<file path="src/rtl/motor_pkg.sv">
// Shared definitions for the motor feedback path: quadrature codes, decoder
// states and the default velocity window for a 100 MHz clock.
package motor_pkg;

  localparam logic [1:0] QS_00 = 2'b00;
  localparam logic [1:0] QS_01 = 2'b01;
  localparam logic [1:0] QS_11 = 2'b11;
  localparam logic [1:0] QS_10 = 2'b10;

  typedef enum logic {
    ST_INIT,
    ST_TRACK
  } dec_state_e;

  localparam int unsigned VEL_WINDOW_100M = 100000;

  // Phase of an AB code along the forward sequence 00 -> 01 -> 11 -> 10.
  function automatic logic [1:0] qs_phase(input logic [1:0] ab);
    case (ab)
      QS_00:   qs_phase = 2'd0;
      QS_01:   qs_phase = 2'd1;
      QS_11:   qs_phase = 2'd2;
      default: qs_phase = 2'd3;
    endcase
  endfunction

endpackage

</file>
<file path="src/rtl/enc_filter.sv">
// Two-flop synchronizer followed by a run-length glitch filter; `stable` is
// sticky once any run of FILT_LEN identical samples has been seen.
module enc_filter #(
  parameter int unsigned FILT_LEN = 4
) (
  input  logic clk_100,
  input  logic resetN,
  input  logic raw,
  output logic filt,
  output logic stable
);

  localparam int unsigned RunW = $clog2(FILT_LEN + 1);

  logic [1:0]      sync_q;
  logic [1:0]      fill_q;
  logic            last_q;
  logic [RunW-1:0] run_q, run_d;
  logic            filt_q;
  logic            stable_q;

  // Samples still flushing through the synchronizer after reset are not counted.
  always_comb begin
    run_d = run_q;
    if (fill_q[1]) begin
      if (sync_q[1] != last_q) begin
        run_d = RunW'(1);
      end else if (run_q != RunW'(FILT_LEN)) begin
        run_d = run_q + RunW'(1);
      end
    end
  end

  always_ff @(posedge clk_100 or negedge resetN) begin
    if (!resetN) begin
      sync_q   <= '0;
      fill_q   <= '0;
      last_q   <= 1'b0;
      run_q    <= '0;
      filt_q   <= 1'b0;
      stable_q <= 1'b0;
    end else begin
      sync_q <= {sync_q[0], raw};
      fill_q <= {fill_q[0], 1'b1};
      run_q  <= run_d;
      if (fill_q[1]) begin
        last_q <= sync_q[1];
      end
      if (run_d == RunW'(FILT_LEN)) begin
        filt_q   <= sync_q[1];
        stable_q <= 1'b1;
      end
    end
  end

  assign filt   = filt_q;
  assign stable = stable_q;

endmodule

</file>
<file path="src/rtl/quad_encoder_position.sv">
// Quadrature encoder front end: filtered A/B/index decode into a signed position
// count, a windowed velocity sample and an illegal-transition counter.
module quad_encoder_position
  import motor_pkg::*;
#(
  parameter int unsigned POS_W      = 32,
  parameter int unsigned VEL_W      = 16,
  parameter int unsigned FILT_LEN   = 4,
  parameter int unsigned VEL_WINDOW = VEL_WINDOW_100M
) (
  input  logic                    clk_100,
  input  logic                    resetN,
  input  logic                    enc_a,
  input  logic                    enc_b,
  input  logic                    enc_idx,
  input  logic                    zero_req,
  input  logic                    index_zero_en,
  output logic signed [POS_W-1:0] position,
  output logic signed [VEL_W-1:0] velocity,
  output logic                    vel_valid,
  output logic                    dir,
  output logic                    err_pulse,
  output logic [7:0]              err_count
);

  localparam int unsigned AccW = $clog2(VEL_WINDOW + 1) + 1;
  localparam int unsigned SatW = (AccW > VEL_W) ? AccW : VEL_W;
  localparam int unsigned WinW = $clog2(VEL_WINDOW + 1);
  localparam logic signed [SatW-1:0] VelMax = SatW'({1'b0, {(VEL_W-1){1'b1}}});
  localparam logic signed [SatW-1:0] VelMin = ~VelMax;

  logic a_f, b_f, idx_f;
  logic a_st, b_st, idx_st;

  enc_filter #(.FILT_LEN(FILT_LEN)) u_filt_a (
    .clk_100 (clk_100),
    .resetN  (resetN),
    .raw     (enc_a),
    .filt    (a_f),
    .stable  (a_st)
  );

  enc_filter #(.FILT_LEN(FILT_LEN)) u_filt_b (
    .clk_100 (clk_100),
    .resetN  (resetN),
    .raw     (enc_b),
    .filt    (b_f),
    .stable  (b_st)
  );

  enc_filter #(.FILT_LEN(FILT_LEN)) u_filt_idx (
    .clk_100 (clk_100),
    .resetN  (resetN),
    .raw     (enc_idx),
    .filt    (idx_f),
    .stable  (idx_st)
  );

  dec_state_e              state_q;
  logic [1:0]              prev_ab_q;
  logic                    dir_q;
  logic                    err_pulse_q;
  logic [7:0]              err_count_q;
  logic                    idx_prev_q;
  logic signed [POS_W-1:0] pos_q;
  logic [WinW-1:0]         win_q;
  logic signed [AccW-1:0]  acc_q;
  logic signed [VEL_W-1:0] vel_q;
  logic                    vel_valid_q;

  logic [1:0]              ab;
  logic [1:0]              phase_delta;
  logic signed [1:0]       step;
  logic                    dbl;
  logic                    idx_rise;
  logic signed [AccW-1:0]  acc_sum;
  logic signed [SatW-1:0]  sum_ext;
  logic signed [VEL_W-1:0] vel_sat;

  assign ab          = {a_f, b_f};
  assign phase_delta = qs_phase(ab) - qs_phase(prev_ab_q);
  assign idx_rise    = idx_st & idx_f & ~idx_prev_q;

  // A phase advance of 2 means both channels moved at once: direction unknown.
  always_comb begin
    step = 2'sb00;
    dbl  = 1'b0;
    if (state_q == ST_TRACK) begin
      unique case (phase_delta)
        2'd1:    step = 2'sb01;
        2'd3:    step = 2'sb11;
        2'd2:    dbl  = 1'b1;
        default: ;
      endcase
    end
  end

  always_ff @(posedge clk_100 or negedge resetN) begin
    if (!resetN) begin
      state_q     <= ST_INIT;
      prev_ab_q   <= '0;
      dir_q       <= 1'b0;
      err_pulse_q <= 1'b0;
      err_count_q <= '0;
    end else begin
      err_pulse_q <= dbl;
      case (state_q)
        ST_INIT: begin
          if (a_st && b_st) begin
            prev_ab_q <= ab;
            state_q   <= ST_TRACK;
          end
        end
        ST_TRACK: begin
          prev_ab_q <= ab;
          if (step == 2'sb01) begin
            dir_q <= 1'b1;
          end else if (step == 2'sb11) begin
            dir_q <= 1'b0;
          end
          if (dbl && (err_count_q != 8'hFF)) begin
            err_count_q <= err_count_q + 8'd1;
          end
        end
      endcase
    end
  end

  always_ff @(posedge clk_100 or negedge resetN) begin
    if (!resetN) begin
      pos_q      <= '0;
      idx_prev_q <= 1'b0;
    end else begin
      idx_prev_q <= idx_f;
      if (zero_req || (idx_rise && index_zero_en)) begin
        pos_q <= '0;
      end else begin
        pos_q <= pos_q + POS_W'(step);
      end
    end
  end

  // Velocity includes the terminal cycle's step; zero events never touch it.
  always_comb begin
    acc_sum = acc_q + AccW'(step);
    sum_ext = SatW'(acc_sum);
    if (sum_ext > VelMax) begin
      vel_sat = VelMax[VEL_W-1:0];
    end else if (sum_ext < VelMin) begin
      vel_sat = VelMin[VEL_W-1:0];
    end else begin
      vel_sat = sum_ext[VEL_W-1:0];
    end
  end

  always_ff @(posedge clk_100 or negedge resetN) begin
    if (!resetN) begin
      win_q       <= '0;
      acc_q       <= '0;
      vel_q       <= '0;
      vel_valid_q <= 1'b0;
    end else if (win_q == WinW'(VEL_WINDOW - 1)) begin
      win_q       <= '0;
      acc_q       <= '0;
      vel_q       <= vel_sat;
      vel_valid_q <= 1'b1;
    end else begin
      win_q       <= win_q + WinW'(1);
      acc_q       <= acc_sum;
      vel_valid_q <= 1'b0;
    end
  end

  assign position  = pos_q;
  assign velocity  = vel_q;
  assign vel_valid = vel_valid_q;
  assign dir       = dir_q;
  assign err_pulse = err_pulse_q;
  assign err_count = err_count_q;

endmodule
</file>
<file path="config.mk">
export PLATFORM = sky130hd
export DESIGN_NAME = quad_encoder_position
export DESIGN_NICKNAME = d
export VERILOG_FILES = /design/src/rtl/motor_pkg.sv /design/src/rtl/enc_filter.sv /design/src/rtl/quad_encoder_position.sv
export SDC_FILE = /design/constraint.sdc
export NUM_CORES = 1
export LEC_CHECK = 0
export BUFFER_PORTS_ARGS = -buffer_cell sky130_fd_sc_hd__buf_2
export CAP_MARGIN = 10
export CORE_MARGIN = 2
export CORE_UTILIZATION = 60
export CTS_BUF_LIST = sky130_fd_sc_hd__clkbuf_8
export DETAILED_ROUTE_END_ITERATION = 8
export PLACE_DENSITY = 0.83
export REMOVE_ABC_BUFFERS = 1
export SLEW_MARGIN = 20
export SYNTH_ARGS = -nofsm -noshare
export SYNTH_HDL_FRONTEND = slang
export SYNTH_HIERARCHICAL = 1
export SYNTH_SLANG_ARGS = --single-unit
</file>
<file path="constraint.sdc">
create_clock -name clk_100 -period 5.9 [get_ports clk_100]
set_clock_uncertainty 0.15 [all_clocks]
set_input_delay 0.295 -clock clk_100 [delete_from_list [all_inputs] [get_ports clk_100]]
set_output_delay 0.295 -clock clk_100 [all_outputs]
set_load 0.02 [all_outputs]
</file>
Word level (Yosys, flattened, before mapping)
Cells that the tools add are included.
{"block": "word_totals", "reg_bits": 128, "out_inout_bits": 59, "word_cells": 100}
{"block": "op_classes", "add_sub_neg": 8, "magnitude_cmp": 2, "eq_ne": 21, "mux": 27, "bitwise": 4, "n_reduce_logical": 9}
{"cell": "$add 32x2->32", "count": 1}
{"cell": "$mux 16", "count": 2}
{"cell": "$mux 32", "count": 1}
{"cell": "$mux 3", "count": 9}
{"cell": "$add 18x2->18", "count": 1}
{"cell": "$gt 18x16->1 const B", "count": 1}
{"cell": "$lt 18x16->1 const B", "count": 1}
{"cell": "$mux 18", "count": 1}
{"cell": "$add 17x1->17 const B", "count": 1}
{"cell": "$eq 17x17->1 const B", "count": 1}
{"cell": "$mux 17", "count": 1}
{"cell": "$pmux 2 s3", "count": 2}
{"cell": "$eq 2x2->1 const B", "count": 5}
{"cell": "$add 3x1->3 const B", "count": 3}
{"cell": "$eq 3x3->1 const B", "count": 3}
{"cell": "$ne 3x3->1 const B", "count": 3}
{"cell": "$add 8x1->8 const B", "count": 1}
{"cell": "$eq 2x1->1 const B", "count": 4}
{"cell": "$ne 8x8->1 const B", "count": 1}
{"cell": "$pmux 2 s2", "count": 2}
{"cell": "$mux 1", "count": 7}
{"cell": "$logic_not 2->1", "count": 2}
{"cell": "$mux 2", "count": 2}
{"cell": "$reduce_and 2->1", "count": 2}
{"cell": "8 further kinds", "count": 14}

Depth between registers and ports, before layout
Gate-level depths: netlist (run 1).
{"block": "logic_depth", "depth_word": 10, "mapped_depth": 18}

Modules after synthesis
The synthesis (run 1) kept the hierarchy.
{"mod": "quad_encoder_position", "instances": 1, "cells_per_inst": 661, "area_per_inst_um2": 6243.5, "seq_area_each_um2": 2452.4}
{"mod": "enc_filter", "instances": 3, "cells_per_inst": 31, "area_per_inst_um2": 431.7, "seq_area_each_um2": 250.2}

Worst setup path before layout (run 1)
No wires, ideal clock.
{"block": "synth_timing", "kind": "reg2reg", "from": "reg u_filt_a.filt_q (netlist: u_filt_a/filt)", "to": "reg pos_q[25] (netlist: position[25])", "setup_ns": 0.074, "t_arrival_ns": 4.779, "t_required_ns": 5.676, "path_slack_ns": 0.896, "path_stages_with_launch": 15, "path_buffers": 1, "synth_period_minus_slack_ns": 5.004, "cell_sequence": "dfrtp_1 -> ha_1 -> ha_1 -> xor3_1 -> and2_1 -> clkbuf_1 -> ha_1 -> a21o_1 -> a21o_1 -> a2111oi_4 -> o21ai_1 -> a41o_2 -> a211o_1 -> a21o_1 -> a21oi_2"}
{"block": "synth_via", "elab_chain_cells": 8, "word_cells_on_any_way": 11, "classes_between": "add/sub: 2; eq/ne: 4; mux: 4; reduce/logical: 1"}
{"item": "start: declaration", "line": "enc_filter.sv:19", "rtl": "logic filt_q;"}
{"item": "start signal: assignment", "line": "enc_filter.sv:50", "rtl": "filt_q <= sync_q[1];"}
{"item": "$eq 2x2->1 (tied with other cells)", "line": "motor_pkg.sv:19", "rtl": "case (ab)"}
{"item": "$pmux 2 s3 *", "line": "motor_pkg.sv:19"}
{"item": "$sub 2x2->2 *", "line": "quad_encoder_position.sv:81", "rtl": "assign phase_delta = qs_phase(ab) - qs_phase(prev_ab_q);"}
{"item": "$eq 2x2->1 / $eq 2x1->1 (equally long branches)", "line": "quad_encoder_position.sv:89", "rtl": "unique case (phase_delta)"}
{"item": "$pmux 2 s2 *", "line": "quad_encoder_position.sv:89"}
{"item": "$mux 2 *", "line": "quad_encoder_position.sv:88", "rtl": "if (state_q == ST_TRACK) begin"}
{"item": "$add 32x2->32 *", "line": "quad_encoder_position.sv:138", "rtl": "pos_q <= pos_q + POS_W'(step);"}
{"item": "$mux 32 *", "line": "quad_encoder_position.sv:135", "rtl": "if (zero_req || (idx_rise && index_zero_en)) begin"}
{"item": "end signal: assignment", "line": "quad_encoder_position.sv:138"}
{"item": "end: declaration", "line": "quad_encoder_position.sv:65", "rtl": "logic signed [POS_W-1:0] pos_q;"}
Mark *: on every way between the ends. The rest lies on a longest branch, timed or not.
A chain may end at the register's enable or synchronous reset.

Worst setup path after layout (run 1)
{"block": "layout_timing", "from": "reg u_filt_a.filt_q (netlist: u_filt_a/filt)", "to": "reg vel_q[8] (netlist: velocity[8])"}
{"block": "layout_via", "elab_chain_cells": 10, "word_cells_on_any_way": 14, "classes_between": "add/sub: 2; order compare: 2; eq/ne: 4; mux: 5; reduce/logical: 1"}
{"item": "$eq 2x2->1 (tied with other cells)", "line": "motor_pkg.sv:19"}
{"item": "$pmux 2 s3 *", "line": "motor_pkg.sv:19"}
{"item": "$sub 2x2->2 *", "line": "quad_encoder_position.sv:81"}
{"item": "$eq 2x2->1 / $eq 2x1->1 (equally long branches)", "line": "quad_encoder_position.sv:89"}
{"item": "$pmux 2 s2 *", "line": "quad_encoder_position.sv:89"}
{"item": "$mux 2 *", "line": "quad_encoder_position.sv:88"}
{"item": "$add 18x2->18 *", "line": "quad_encoder_position.sv:145", "rtl": "acc_sum = acc_q + AccW'(step);"}
{"item": "$lt 18x16->1", "line": "quad_encoder_position.sv:149", "rtl": "end else if (sum_ext < VelMin) begin"}
{"item": "$mux 16", "line": "quad_encoder_position.sv:149"}
{"item": "$mux 16 *", "line": "quad_encoder_position.sv:147", "rtl": "if (sum_ext > VelMax) begin"}
{"item": "end signal: assignment", "line": "quad_encoder_position.sv:165", "rtl": "vel_q <= vel_sat;"}
{"item": "end: declaration", "line": "quad_encoder_position.sv:68", "rtl": "logic signed [VEL_W-1:0] vel_q;"}
Marks and branches as above.

==> flow_summary.ini, run 1 <==
[cts]
cts_tree = yes
cts_setup_buffers = 0
clkTransAtPathRegs_ps = 80
htreeDepth = 4
post_cts_resized = 0
postCtsHoldBufs = 4
cts_inserted_buffers = 17
cts_root_buf = clkbuf_8
clock_insertion_delay_worst_skew_ps = 470
cts_max_path_buffers = 2
clock_sinks = 128

[grt]
use_met1_pct = 31.2
grt_pass1_wl_um = 26900
grtUsageMet3_pct = 5.81
grtUsageMet2_pct = 42.5
grt_max_degree = 69
grtUsageTotal_pct = 25.4
grt_pass1_vias = 5856
antenna_found_initial = 0
busiest_layer = met2
overflow = 0

[die]
die_w_um = 116
io_pins = 66
core-area_um2 = 12200
initial_core_util_pct = 62.0
die_y_um = 116
die-area_um2 = 13500
core.rowCount = 40

[logic_synthesis]
yosys_warnings = 6
synth_area_leaders = dfrtp_1, ha_1, nor2_1, xnor2_1, xor2_1
async_flop_share_pct = 100
synth_edf_count = 0
synthCells = 754
synth_cell_types = 74
synth_top_cells_by_count = dfrtp_1, nor2_1, ha_1
netlist_area_um2 = 7540
synth_top_cell_by_area = dfrtp_1
yosysMostFrequentCell = dfrtp_1
avgSynthCellArea_um2 = 10.0
yosysSeqAreaShare_pct = 42.5
synth_top_area_share_pct = 42.5
ys.flop_type = dfrtp_1
ys_seq_elements = 128

[layout]
multi_input_area_um2 = 4120
drive_gt1_share_pct = 15.9
diodes = 0
register_area_um2 = 3200
synthToLayoutAreaGrowth_pct = 11.6
layout.nets = 894
num-fill-cells = 914

[worst_setup_path]
cp_slowest_stage_delay_ps = 740
regToRegStartpoint = u_filt_a/filt
critPathCaptureType = flip-flop
cp.required_ps = 6100
cp_cell_sequence = ha_1 > ha_1 > nor2b_1 > and2_2 > inv_1 > fa_1 > nand2b_1 > a211oi_1 > o31ai_2 > a2bb2oi_1 > o31a_1 > o21ai_2 > a211oi_1 > a21o_1
crit_path_start = u_filt_a/filt
crit_slowest_cell = and2_2
critical_path.max_fanout = 35
start_kind = flip-flop
cp.arrival_ps = 5040
setup.worst_path.class = flip-flop to flip-flop

[timing]
rsz0062_at_grt = no
tns_ps = 0
drv_slew = 0
setup-violations-final = 0
hold_violations = 0
fin_crit_ps = 4840
fmax_ghz = 0.206
slew_headroom_pct = 38.5
tightest_slew_ps = 920
fin_crit_sh_pct = 82.1

[detailed_routing]
drtIter0Drc = 419
wl_per_cell_um = 16.0
first_pass_iters = 5
drcViolationCount = 0
vias = 5989
wirelength_um = 16000
vias_per_cell = 5.97
ant_nets = 0

[placement]
port_buffers = 65
globalplace.congestion = 0.846
hpwl_um = 11100

[flow_run]
maxCapViolCount = 0

[status]
outcome = complete, no violations

[hold_path]
hold_path_class = input pin to flip-flop
min_from = zero_req
[worst paths after layout]
kind,to,slack [ps],cells past startpoint
max,velocity[8],1060,14
min,position[26],140,4
max reg2reg,velocity[8],1060,14
min reg2reg,u_filt_idx/fill_q[1],200,0
max in group asynchronous,acc_q[13],3920,3
min in group asynchronous,position[15],290,2
[state kept, by name (all words and copies together), names as in the netlist, 2 cells and up]
name               cells
acc_q                 18
err_count              8
position              32
prev_ab_q              2
u_filt_a/fill_q        2
u_filt_a/run_q         3
u_filt_a/sync_q        2
u_filt_b/fill_q        2
u_filt_b/run_q         3
u_filt_b/sync_q        2
u_filt_idx/fill_q      2
u_filt_idx/run_q       3
u_filt_idx/sync_q      2
velocity              16
win_q                 17
[layout make-up]
class / count / share of cell area, %
Multi-Input combinational cell: 577 / 49.0
Sequential cell: 128 / 38.1
Timing Repair Buffer: 74 / 4.82
Clock buffer: 18 / 2.95
Tap cell: 168 / 2.50
Clock inverter: 13 / 1.46
Inverter: 26 / 1.16
[critical path: cells and delay by family, from the launching register on]
family	cells	cell delay, ps
AOI/OAI and AO/OA	7	1690
and+or+nand+nor	3	1230
adders and majority gates	3	1070
DFF	1	420
buffers and inverters	1	150
[routing by layer]
| layer | part of all wire [%] | up-vias |
|---|---|---|
| met1 | 43 | 2936 |
| met4 | 3.6 | 0 |
| met5 | 0 | - |
| li1 | - | 2841 |
| met3 | 4.3 | 50 |
| met2 | 49 | 162 |
[logic make-up after synthesis]
| logic type | count (synthesis) | share of synthesized area [%] |
|---|---|---|
| AO/OA/AOI/OAI | 206 | 19.5 |
| XOR/XNOR | 65 | 7.75 |
| adder cells (fa/ha/maj) | 63 | 10.7 |
| buffers and inverters | 49 | 2.82 |
| flip-flops | 128 | 42.5 |
| multiplexers | 11 | 1.74 |
| other | 3 | 0.149 |
| AND/OR/NAND/NOR | 229 | 14.9 |
[cells in the final DEF, fill, tap and decap left out, types with 7 or more instances in the layout]
master,instances
o211ai_1,8
dfrtp_1,128
a21o_1,36
xor2_1,32
clkbuf_8,18
xnor2_1,32
nand2b_1,11
nand2_1,53
nor3_1,10
a211oi_1,11
o21a_1,10
a31oi_1,7
and2_1,12
ha_1,61
o21ai_0,34
nand3_1,17
and3_1,9
a21oi_1,48
inv_1,27
nand4_1,10
nor2_1,77
buf_2,64
[per-stage QoR]
step | instance area, um2 | util (%) | std cells | worst slack (ps) | hold slack (ps)
detailed placement | 8000 | 65.8 | 969 | 1080 | 186
CTS | 8410 | 69.2 | 1004 | 1060 | 126
finish | 8410 | 69.2 | 1004 | 1060 | 143
floorplan | 7420 | - | 731 | 966 | -151
global route | 8410 | 69.2 | 1004 | 627 | 187
global placement | 8000 | 65.8 | 969 | 1280 | 182
Power of run 1 is not shown: default switching activity piles up to over one toggle a cycle in this logic, so the estimate is an artifact.
==> inputs of run 2 (changes only) <==
- ABC_AREA: unset -> 1
- CORE_UTILIZATION: 60 -> 57
- PLACE_DENSITY: 0.83 -> 0.82
- clock period: 5.9 -> 4.3 ns (I/O delays scaled with it)
==> run 2 against run 1 <==
Compared with the run above: setup slack lost 480 ps; synthesized area grew 8.7%; worst hold slack lost 25 ps; die area grew 14%; non-clock buffer count is the same; cell count grew 38%; register-to-register slack lost 480 ps; largest cell class unchanged.
==> flow_summary.ini, run 2 <==
[timing]
slew_headroom_pct = 44.0
fmax_ghz = 0.268
tightest_slew_ps = 839
setup-violations-final = 0
tns_ps = 0
hold_violations = 0
fin_crit_ps = 3720
rsz0062_at_grt = no
fin_crit_sh_pct = 86.6
drv_slew = 0

[flow_run]
maxCapViolCount = 0

[logic_synthesis]
ys_seq_elements = 128
avgSynthCellArea_um2 = 7.36
synth_area_leaders = dfrtp_1, nand2_1, ha_1, inv_1, nor2_1
synth_compound_area_share_pct = 9.97
synthCells = 1113
muxShareOfSynthArea_pct = 0.137
synth_edf_count = 0
synth_cell_types = 40
synth-simple-area-share_pct = 29.5
yosysSeqAreaShare_pct = 39.1
synth_top_cells_by_count = nand2_1, inv_1, dfrtp_1
synthXorXnorAreaFrac_pct = 2.67
yosys_warnings = 6
synthAdderAreaFrac_pct = 9.80
synth_top_cell_by_area = dfrtp_1
yosysMostFrequentCell = nand2_1
async_flop_share_pct = 100
synth_top_family_by_area = simple AND/OR/NAND/NOR gates
ys.flop_type = dfrtp_1
netlist_area_um2 = 8200
synth_top_area_share_pct = 39.1

[grt]
grt_max_degree = 91
grtUsageTotal_pct = 26.3
grt_pass1_wl_um = 31700
overflow = 0
grt_pass1_vias = 7018
antenna_found_initial = 0

[detailed_routing]
drcViolationCount = 0
wirelength_um = 18400
vias_per_cell = 5.26
drtIter0Drc = 477
first_pass_iters = 5
vias = 7299
ant_nets = 0
wl_per_cell_um = 13.3

[layout]
largest_reg_flops = 32
final_common_cell = nand2_1
synthToLayoutAreaGrowth_pct = 11.5
layout.nets = 1264
num-fill-cells = 1253
final_util_pct = 65.3
final_cell_mix = nand2_1, inv_1, dfrtp_1
drive_gt1_share_pct = 12.5
diodes = 0

[die]
die-area_um2 = 15400
io_pins = 66
die_w_um = 124
core.rowCount = 43
initial_core_util_pct = 58.6
die_y_um = 124
core-area_um2 = 14000

[cts]
clock_insertion_delay_worst_skew_ps = 470
cts_root_buf = clkbuf_8
postCtsHoldBufs = 4
cts_inserted_buffers = 17
cts_setup_buffers = 0
clock_sinks = 128
post_cts_resized = 0
htreeDepth = 4
cts_max_path_buffers = 2
cts_tree = yes
clkTransAtPathRegs_ps = 80

[worst_setup_path]
crit_slowest_cell = dfrtp_1
critical_path.max_fanout = 26
start_kind = flip-flop
cp_top_family = simple AND/OR/NAND/NOR gates
cp_cell_sequence = inv_1 > ha_1 > ha_1 > nor2_2 > nand3_2 > inv_1 > buf_4 > ha_1 > nand2_2 > inv_1 > a21oi_1 > nand2_2 > nand2_1 > nand2_1 > nand2_1 > nand2_2 > nand2_1 > nand2_2 > nand2_1 > nand2_1 > nand2_1 > nand2_1
path_common_cell = nand2_1
cp.arrival_ps = 3930
crit_buf_inv = 4
cp.required_ps = 4510
critPathCaptureType = flip-flop
cp_slowest_stage_delay_ps = 390
setup.worst_path.class = flip-flop to flip-flop
r2r_slack_ps = 580

[placement]
globalplace.congestion = 0.942
hpwl_um = 13700
port_buffers = 65

[status]
outcome = complete, no violations

[hold_path]
hold_path_class = input pin to flip-flop
==> run 2: changes by cell type after synthesis, moves of 21 or more <==
cell | previous run | this run
xnor2_1 | 32 | 11
nand2_1 | 53 | 314
nand2_2 | 0 | 22
a21o_1 | 36 | 3
nor2_1 | 77 | 125
nand3_1 | 17 | 50
a21oi_1 | 48 | 78
inv_1 | 25 | 156
==> run 2: kinds of logic after synthesis <==
kind of cell | count (synthesis)
AND/OR/NAND/NOR | 565
buffers and inverters | 177
AO/OA/AOI/OAI | 151
flip-flops | 128
adder cells (fa/ha/maj) | 63
XOR/XNOR | 25
other | 3
multiplexers | 1
==> run 2: tightest hold or removal path: stages <==
cell	delay [ps]
buf_2	90
a31oi_2	30
buf_4	220
nand2_1	100
nor2_1	30
==> run 2: per-layer routing <==
layer / part of all wire, % / global-route usage, % / wire, um / up-vias
met5: 0 / 0 / 0 / -
met4: 2.5 / 10.5 / 468 / 0
met3: 4.7 / 4.81 / 873 / 38
met2: 47 / 44.0 / 8640 / 194
met1: 46 / 33.8 / 8410 / 3366
li1: - / - / - / 3701
==> run 2: layout make-up <==
class | count | area [um2] | share of cell area, %
clock buffers | 19 | 262 | 2.86
clock inverters | 13 | 136 | 1.49
inverters | 165 | 619 | 6.78
multi-input cells | 808 | 4280 | 46.9
flip-flops and latches | 128 | 3200 | 35.1
well taps | 180 | 225 | 2.46
repair buffers | 74 | 409 | 4.48
==> run 2: final timing paths <==
| path | to | cells past startpoint | start |
|---|---|---|---|
| min in group asynchronous | u_filt_b/fill_q[1] | 2 | resetN |
| max in group asynchronous | velocity[6] | 3 | resetN |
| worst min register to register | u_filt_b/fill_q[1] | 0 | u_filt_b/fill_q[0] |
| worst min-delay path | position[25] | 5 | zero_req |
| worst max-delay path | velocity[14] | 22 | u_filt_b/filt |
| worst max register to register | velocity[14] | 22 | u_filt_b/filt |
==> run 2: metrics by stage <==
stage / std cells / setup slack, ps / hold slack (ps) / instance area, um2
2_1_floorplan: 1101 / 326 / -231 / 8100
6_report: 1387 / 575 / 118 / 9140
3_3_place_gp: 1351 / 763 / 174 / 8700
3_5_place_dp: 1351 / 631 / 176 / 8700
4_1_cts: 1387 / 608 / 90.5 / 9140
5_1_grt: 1387 / 194 / 106 / 9140
Power of run 2 is left out for the same reason.
==> inputs of run 3 (changes only) <==
- CELL_PAD_IN_SITES_DETAIL_PLACEMENT: unset -> 2
- CELL_PAD_IN_SITES_GLOBAL_PLACEMENT: unset -> 2
- CORE_UTILIZATION: 57 -> 33
==> run 3 against run 2 <==
Compared with the run above: sequential share of layout area is 0.71 points lower; routed wire length is 46% higher; worst hold slack worse by 9.6 ps; largest cell class unchanged; die area is 70% higher; cell count is 10% higher; count of clock-buffer cells in the layout is 2 lower; via count is 4.0% higher; final area is 2.1% higher; register-to-register slack worse by 280 ps.
==> flow_summary.ini, run 3 (same netlist as run 2, synthesis figures left out) <==
[timing]
tns_ps = 0
drv_slew = 0
setup-violations-final = 0
fin_crit_sh_pct = 93.1
rsz0062_at_grt = no
tightest_slew_ps = 975
fin_crit_ps = 4000
fmax_ghz = 0.250
slew_headroom_pct = 35.0
hold_violations = 0

[detailed_routing]
wirelength_um = 26800
ant_nets = 0
vias_per_cell = 4.96
drtIter0Drc = 268
vias = 7589
first_pass_iters = 4
wl_per_cell_um = 17.5
drcViolationCount = 0

[layout]
final_util_pct = 38.4
drive_gt1_share_pct = 12.6
diodes = 0
final_cell_mix = nand2_1, inv_1, dfrtp_1
layout.nets = 1264
synthToLayoutAreaGrowth_pct = 13.8
final_common_cell = nand2_1
num-fill-cells = 2906
fin_cells = 1531
fin_area_um2 = 9330
largest_reg_flops = 32

[die]
die-area_um2 = 26100
die_w_um = 162
core-area_um2 = 24300
io_pins = 66
initial_core_util_pct = 33.7
die_y_um = 162
core.rowCount = 57

[placement]
placed_cells = 1495
post_dp_cell_area_um2 = 8880
port_buffers = 65
globalplace.congestion = 0.815
hpwl_um = 20200

[grt]
grt_pass1_vias = 8562
grtUsageTotal_pct = 21.5
grt_max_degree = 100
grt_pass1_wl_um = 44500
overflow = 0
antenna_found_initial = 0

[cts]
cts_max_path_buffers = 2
cts_setup_buffers = 0
clock_insertion_delay_worst_skew_ps = 470
cts_tree = yes
cts_inserted_buffers = 17
post_cts_resized = 0
htreeDepth = 4
clock_sinks = 128
cts_root_buf = clkbuf_8
clkTransAtPathRegs_ps = 100
postCtsHoldBufs = 4

[worst_setup_path]
cp.arrival_ps = 4210
critPathCaptureType = flip-flop
r2r_slack_ps = 300
ff2ff_path_depth = 16
setup.worst_path.class = flip-flop to flip-flop
r2r_end = position[29]
crit_path_start = u_filt_b/filt
cp.required_ps = 4510
endpoint = position[29]
regToRegStartpoint = u_filt_b/filt
start_kind = flip-flop
critical_path.max_fanout = 26

[hold_path]
hold_path_class = input pin to flip-flop

[flow_run]
maxCapViolCount = 0

[status]
outcome = complete, no violations
==> run 3: cell count changes in the layout (fill, tap and decap cells not counted) <==
cell        before  now
inv_6            2    5
clkbuf_8        19   17
clkinv_2         3    1
clkinv_4         2    4
clkinvlp_4       3    1
inv_1          157  155
inv_8            0    2
clkinv_1         1    2
==> run 3: worst max-delay path: stages, from the launching register on <==
cell and delay [ps]:
dfrtp_1 410, inv_1 60, ha_1 290, ha_1 340, nor2_2 160, nand3_2 160, clkinv_1 100, buf_4 320
ha_1 360, a21oi_1 240, o21ai_0 220, a21oi_1 350, nor2_1 90, nor3_1 350, nand3_1 150, nand2_1 100
nor2_1 50
==> run 3: how the worst min path moves through the flow <==
stage	start	cells after the start	end	slack, ps
floorplan	resetN	0	acc_q[0]	-230
global route	zero_req	5	position[2]	130
CTS	zero_req	5	position[28]	80
detailed placement	enc_idx	1	u_filt_idx/sync_q[0]	180
global placement	enc_idx	1	u_filt_idx/sync_q[0]	180
finish	zero_req	5	position[28]	110
==> run 3: layout make-up <==
class | count | area [um2] | share of cell area (%)
Multi-Input combinational cell | 808 | 4280 | 45.9
Sequential cell | 128 | 3200 | 34.3
Inverter | 165 | 619 | 6.64
Timing Repair Buffer | 74 | 409 | 4.39
Tap cell | 324 | 405 | 4.35
Clock buffer | 17 | 234 | 2.51
Clock inverter | 15 | 174 | 1.86
==> run 3: layer usage <==
metal  track usage [%]  wire, um
met5                 0         0
met1              27.5     12100
met4              6.05       429
met3              2.62       757
met2              38.2     13500
==> run 3: through the flow <==
step,setup slack (ps),hold slack [ps]
global placement,644,176
floorplan,326,-231
finish,297,109
detailed placement,348,176
CTS,333,84.3
global route,9.14,127
Power of run 3 is left out for the same reason.
